**config.mk**
```make
export PLATFORM = sky130hd
export DESIGN_NAME = display_source_scheduler
export DESIGN_NICKNAME = d
export VERILOG_FILES = /design/src/rtl/disp_sched_pkg.sv /design/src/rtl/disp_interval_counter.sv /design/src/rtl/display_source_scheduler.sv
export SDC_FILE = /design/constraint.sdc
export NUM_CORES = 1
export LEC_CHECK = 0
export CAP_MARGIN = 25
export CORE_UTILIZATION = 51
export DETAILED_ROUTE_END_ITERATION = 8
export MAX_ROUTING_LAYER = met4
export PLACE_DENSITY = 0.8
export SLEW_MARGIN = 40
export SYNTH_ARGS = -nofsm -noshare
export SYNTH_HDL_FRONTEND = slang
export SYNTH_HIERARCHICAL = 1
export SYNTH_SLANG_ARGS = --single-unit
```
**constraint.sdc**
```tcl
create_clock -name clkm -period 3.05 [get_ports clkm]
set_clock_uncertainty 0.15 [all_clocks]
set_input_delay 0.7625 -clock clkm [delete_from_list [all_inputs] [get_ports clkm]]
set_output_delay 0.7625 -clock clkm [all_outputs]
set_load 0.02 [all_outputs]
```
**src/rtl/disp_sched_pkg.sv**
```systemverilog
// Shared encodings for the display source scheduler: FSM states, source select
// values and the registered output bundle.
package disp_sched_pkg;

    typedef enum logic [1:0] {
        ST_IDLE      = 2'b00,
        ST_SHOW_FREQ = 2'b01,
        ST_BLANK     = 2'b10,
        ST_SHOW_CNT  = 2'b11
    } state_t;

    localparam logic SRC_FREQ = 1'b1;
    localparam logic SRC_CNT  = 1'b0;

    typedef struct packed {
        logic sm;
        logic blank;
        logic switch_stb;
    } disp_out_t;

    function automatic state_t show_state(input logic src);
        return (src == SRC_FREQ) ? ST_SHOW_FREQ : ST_SHOW_CNT;
    endfunction

endpackage

```
**src/rtl/disp_interval_counter.sv**
```systemverilog
// Shared interval counter: clear, pause and terminal-count compare against
// either the dwell or the blank limit.
module disp_interval_counter #(
    parameter int DWELL_CYCLES = 50_000_000,
    parameter int BLANK_CYCLES = 1000,
    parameter int CNT_W        = 26
) (
    input  logic clkm,
    input  logic reset,
    input  logic clr,
    input  logic inc,
    input  logic sel_blank,
    output logic tc
);

    localparam logic [CNT_W-1:0] DWELL_LAST = CNT_W'(DWELL_CYCLES - 1);
    // A zero blank length never selects this limit; keep the constant in range.
    localparam logic [CNT_W-1:0] BLANK_LAST = (BLANK_CYCLES > 0) ? CNT_W'(BLANK_CYCLES - 1) : '0;

    logic [CNT_W-1:0] cnt;

    always_ff @(posedge clkm or posedge reset) begin
        if (reset)
            cnt <= '0;
        else if (clr)
            cnt <= '0;
        else if (inc)
            cnt <= cnt + CNT_W'(1);
    end

    assign tc = (cnt == (sel_blank ? BLANK_LAST : DWELL_LAST));

endmodule

```
**src/rtl/display_source_scheduler.sv**
```systemverilog
// Display source sequencer: alternates DecoFre/Conta10 with a blanking gap.
// Define BTN_SYNC_EN to synchronize btn_next and treat only its rising edge as a request.
module display_source_scheduler
    import disp_sched_pkg::*;
#(
    parameter int DWELL_CYCLES = 50_000_000,
    parameter int BLANK_CYCLES = 1000,
    parameter int CNT_W        = 26
) (
    input  logic       clkm,
    input  logic       reset,
    input  logic       en,
    input  logic       auto_mode,
    input  logic       btn_next,
    input  logic       hold,
    output logic       sm,
    output logic       blank,
    output logic       switch_stb,
    output logic [1:0] state
);

    state_t    st, st_nxt;
    logic      nxt_src, nxt_src_d;
    disp_out_t o_q, o_d;
    logic      btn_req, tc, in_show, exit_show;

`ifdef BTN_SYNC_EN
    // Two sync flops plus one history flop for the rising-edge detect.
    logic [2:0] btn_pipe;

    always_ff @(posedge clkm or posedge reset) begin
        if (reset)
            btn_pipe <= '0;
        else
            btn_pipe <= {btn_pipe[1:0], btn_next};
    end

    assign btn_req = btn_pipe[1] & ~btn_pipe[2];
`else
    assign btn_req = btn_next;
`endif

    assign in_show   = (st == ST_SHOW_FREQ) || (st == ST_SHOW_CNT);
    assign exit_show = !hold && (auto_mode ? tc : btn_req);

    disp_interval_counter #(
        .DWELL_CYCLES (DWELL_CYCLES),
        .BLANK_CYCLES (BLANK_CYCLES),
        .CNT_W        (CNT_W)
    ) u_cnt (
        .clkm      (clkm),
        .reset     (reset),
        .clr       ((st_nxt != st) || (st == ST_IDLE)),
        .inc       ((st == ST_BLANK) || (in_show && !hold)),
        .sel_blank (st == ST_BLANK),
        .tc        (tc)
    );

    always_ff @(posedge clkm or posedge reset) begin
        if (reset) begin
            st      <= ST_IDLE;
            nxt_src <= SRC_FREQ;
            o_q     <= '{sm: SRC_FREQ, blank: 1'b1, switch_stb: 1'b0};
        end else begin
            st      <= st_nxt;
            nxt_src <= nxt_src_d;
            o_q     <= o_d;
        end
    end

    always_comb begin
        st_nxt    = st;
        nxt_src_d = nxt_src;
        if (!en) begin
            st_nxt = ST_IDLE;
        end else begin
            case (st)
                ST_IDLE: st_nxt = ST_SHOW_FREQ;
                ST_SHOW_FREQ, ST_SHOW_CNT: begin
                    if (exit_show) begin
                        nxt_src_d = (st == ST_SHOW_FREQ) ? SRC_CNT : SRC_FREQ;
                        st_nxt    = (BLANK_CYCLES == 0) ? show_state(nxt_src_d) : ST_BLANK;
                    end
                end
                ST_BLANK: if (tc) st_nxt = show_state(nxt_src);
                default: st_nxt = ST_IDLE;
            endcase
        end
    end

    // Outputs are computed from the upcoming state so they register alongside it.
    always_comb begin
        o_d = '{sm: o_q.sm, blank: 1'b1, switch_stb: 1'b0};
        case (st_nxt)
            ST_SHOW_FREQ, ST_SHOW_CNT: begin
                o_d.blank      = 1'b0;
                o_d.sm         = (st_nxt == ST_SHOW_FREQ) ? SRC_FREQ : SRC_CNT;
                o_d.switch_stb = (st_nxt != st);
            end
            ST_IDLE: o_d.sm = SRC_FREQ;
            default: ;
        endcase
    end

    assign sm         = o_q.sm;
    assign blank      = o_q.blank;
    assign switch_stb = o_q.switch_stb;
    assign state      = st;

endmodule

```
==> results.md <==
Synth:
- Summing every instance area after synthesis gives 1770 sq um.
- The most frequently used flop master after synthesis is sky130_fd_sc_hd__dfrtp_1.
- The synthesized netlist contains 44 unique library cells.
- Synthesis produced a netlist whose cell count is 186.
- The share of synthesized flip-flops with an asynchronous set or reset is 100.0%.
- The number of flops mapped to enable cells by yosys is 0.
- The net count after synthesis is ~190.
- The number of warnings issued by yosys is 6.
- Counting flops and latches in the post-synthesis netlist gives 32.
- A synthesized cell averages about 9.5 sq um.
- The part of the Yosys area used for sequential elements is 45.44%.

Worst setup path:
- Counting both buffers and inverters, the worst setup path holds a total of 0.
- The critical path is of the reg2reg type.
- The register-to-register path setup slack is -0.05 ns.
- The signal on the critical path passes through nor4_1, nand3_1, o22ai_1, and4b_2, mux2_4, a21oi_2, o21ai_2, o211a_4, nand2_2, or4_1, a21oi_1.
- The type of element capturing the critical path is a flip-flop.
- On the worst path, the slowest cell contributes a delay of ~0.52 ns.
- The critical path required time is 3.16 ns.
- The critical path's slowest cell is sky130_fd_sc_hd__or4_1.
- The maximum fanout along the worst path is 6.
- For the worst setup path, the data arrival time is 3.21 ns.
- The critical path launch point type is a flip-flop.
- The kind of cell adding the most delay to the critical path is simple AND/OR/NAND/NOR gates.

Finish:
- The synthesis-to-layout area growth is 22.97%.
- The finished layout cell area is 2177 sq um.
- Summing all flip-flop and latch instances after layout gives 807.0 sq um.
- 0 antenna diodes ended up in the layout.
- Of the cells placed in the final design, the portion with a size suffix greater than 1 is roughly a quarter.
- Leaving out fill and tap cells, the most frequent cell in the layout is sky130_fd_sc_hd__dfrtp_1.
- The net count reported at finish is roughly 230.
- Fill cells in the final layout number 265.
- The finished layout holds 265 standard cells, fillers aside.
- The multi-input combinational cells in the finished layout cover a total of around 970 sq um.
- The top cell types in the final layout, fill and taps aside, are sky130_fd_sc_hd__dfrtp_1 (27), sky130_fd_sc_hd__buf_4 (20), sky130_fd_sc_hd__nand2_1 (15), sky130_fd_sc_hd__nor2_1 (14), sky130_fd_sc_hd__a21oi_1 (14).

Detailed routing:
- The ratio of routed vias to standard cells is 6.068.
- The first-pass iteration count of the detailed router is 6.
- The number of design-rule violations left by the first detailed-router iteration is 135.
- The final wirelength is 4493 um.
- In this run the remaining antenna-violating nets after routing total 0.
- The via count is 1608.
- After detailed routing, the number of remaining DRC violations is 0.
- After detailed routing, the average wire length per cell comes to 16.95 um.

Clocking:
- At the later pin of the worst-skew pair, clock insertion delay measures 0.34 ns.
- The cell at the root of the clock tree is sky130_fd_sc_hd__clkbuf_4.
- The number of sinks on the clock net is 32.
- The TritonCTS clock tree is built.
- The total CTS buffers is 5.
- After clock tree synthesis, the clock-pin slew on the worst setup and hold paths is roughly 0.090 ns.
- The largest buffer count on any clock path is 2.
- The deepest level of the CTS H-tree is 2.

Floorplanning:
- The die covers 3711 sq um.
- For this configuration, the core starts out at a cell density of a little over half.
- The floorplan step set the die width to 60.92 um.
- The core region is 3337 sq um.
- The count of pins on the block boundary is 11.
- The row count is 21.
- The floorplan step set the die height to 60.92 um.

GRT:
- Global routing used 43.17% of the available met2 tracks.
- In the global route stage, met1 resource usage came out at 33.93%.
- The via count of the first global-routing pass is approximately 1500.
- The remaining global-route overflow is 0.
- The global routing stage identified its most utilized layer as met2.
- The initial antenna violation count was 0.
- For this run, global-route usage on met3 was measured as roughly 6%.
- The global-route total usage across every layer is between 20% and 30%.
- Entering global routing, the biggest net connects 27 pins.
- The first global-routing pass estimated 7079 um of wire.

Place:
- The count of input and output buffers is 10.
- The weighted congestion at the end of routability-driven global placement is approximately 0.95.
- In this run, placement finished with an instance count of 245.
- The placed wire-length estimate is 2901 um.
- Prior to clock tree synthesis, the placed netlist has a worst setup slack of -0.03758 ns.
- After detailed placement, the total cell area comes to 1964 sq um.

Power and ir drop:
- The leakage power total is 0.8644 nW.
- The peak supply drop is 292.9 uV.
- The areal power density over the cells is 347.6 nW/um^2.

STA:
- Static timing analysis puts the maximum clock frequency at 322.7 MHz.
- The count of endpoints failing hold in the final timing report came to 0.
- The summed negative setup slack over all endpoints is -0.2722 ns.
- The minimum period implied by the final worst setup slack is 3.099 ns.
- The pin slew with the least headroom to its limit is 0.4298 ns.
- The post-route worst hold slack is 0.3500 ns.
- Of the available clock period, the critical path in the final layout requires 101.6%.
- The final setup violation count is 11.
- Setup repair after global routing could not meet its margin everywhere.
- Headroom to the max-slew limit came out at 71.22%.
- The setup slack of the critical path after layout is -0.04888 ns.
- The number of max-slew violations in the final report is 0.

Status:
- The flow ran to the end, but the final reports show violations.
- The checks that failed: setup timing.

Min path:
- The tightest min-delay check is of the reg2reg type.

Job:
- The count of maximum capacitance violations is 0.
[registers in the layout, indices dropped and copies added (netlist names)]
register,count
blank,1
nxt_src,1
sm,1
state,2
switch_stb,1
u_cnt/cnt,26
[area by class of cell]
type	count	share of cell area, %
clock buffer	8	2.701
timing repair buffer	31	12.18
sequential	32	37.07
tap	46	2.644
multi-input combinational	143	44.54
inverter	5	0.8621
[per-stage QoR]
step	power, mW	utilization (%)
detailed placement	0.5034	58.87
finish	0.7567	65.24
global placement	0.5018	58.87
global route	0.7897	65.24
CTS	0.7502	61.38
floorplan	0.4777	-
[synthesized netlist by cell type (all sizes together), types with 2 or more instances]
| cell type | number | area share [%] |
|---|---|---|
| o22ai | 2 | 0.71 |
| dfrtp | 29 | 41 |
| nand4 | 6 | 3.0 |
| nor3 | 3 | 0.85 |
| a21oi | 17 | 5.0 |
| and4 | 3 | 1.7 |
| xor2 | 6 | 3.0 |
| nand3 | 10 | 2.8 |
| nor2 | 14 | 3.0 |
| nand2 | 17 | 3.6 |
| and2b | 2 | 0.99 |
| clkbuf | 2 | 0.42 |
| nand3b | 2 | 0.85 |
| o21ai | 8 | 2.3 |
| dfstp | 3 | 4.5 |
| or4 | 6 | 2.5 |
| mux2 | 2 | 1.5 |
| nor4 | 6 | 2.1 |
| and3 | 4 | 1.6 |
| inv | 5 | 1.1 |
| o31ai | 6 | 2.5 |
| or3 | 8 | 2.8 |
| buf | 4 | 1.8 |
| and2 | 3 | 1.1 |
| xnor2 | 5 | 2.5 |
| mux2i | 2 | 1.1 |
[repair_timing]
action / in CTS / in global routing
setup endpoints to repair: 11 / 18
setup buffers: 2 / 10
hold buffers: 0 / 0
pin swaps: 1 / 8
resized for setup: 3 / 12
cloned: 0 / 0
[final timing paths]
check,start,to,depth (start not counted)
setup reg to reg,u_cnt/cnt[13]$_DFFE_PP0P_,u_cnt/cnt[25]$_DFFE_PP0P_,11
min in group asynchronous,reset,switch_stb$_DFF_PP0_,2
hold reg to reg,sm$_DFFE_PP1P_,sm$_DFFE_PP1P_,2
max in group asynchronous,reset,u_cnt/cnt[4]$_DFFE_PP0P_,3
setup / recovery,u_cnt/cnt[13]$_DFFE_PP0P_,u_cnt/cnt[25]$_DFFE_PP0P_,11
hold / removal,sm$_DFFE_PP1P_,sm$_DFFE_PP1P_,2
[routing by layer]
metal | share of wire (%) | vias up
met3 | 6.6 | 17
met1 | 42 | 768
met2 | 48 | 71
li1 | - | 752
met5 | 0 | -
met4 | 2.9 | 0
[power breakdown]
group,internal [mW],total [mW],switching [mW]
logic,0.0336,0.0731,0.0395
clock network,0.114,0.251,0.137
registers,0.431,0.433,0.00248
total,0.578,0.757,0.179
[kinds of logic (layout without fill, tap and decap cells)]
logic type | count (synthesis) | after routing | synth area share [%]
AND/OR/NAND/NOR | 91 | 91 | 30.11
AO/OA/AOI/OAI | 36 | 36 | 12.37
flip-flops | 32 | 32 | 45.44
XOR/XNOR | 11 | 11 | 5.442
buffers and inverters | 11 | 44 | 3.322
multiplexers | 4 | 4 | 2.615
adder cells (fa/ha/maj) | 1 | 1 | 0.7066
[worst reg2reg max path: cells and delay by family, from the launching register on]
family / cells / cell delay [ns]
flip-flops: 1 / 0.45
AO/OA/AOI/OAI: 5 / 0.82
AND/OR/NAND/NOR: 5 / 1.45
multiplexers: 1 / 0.18
(Power assumes the default switching activity.)
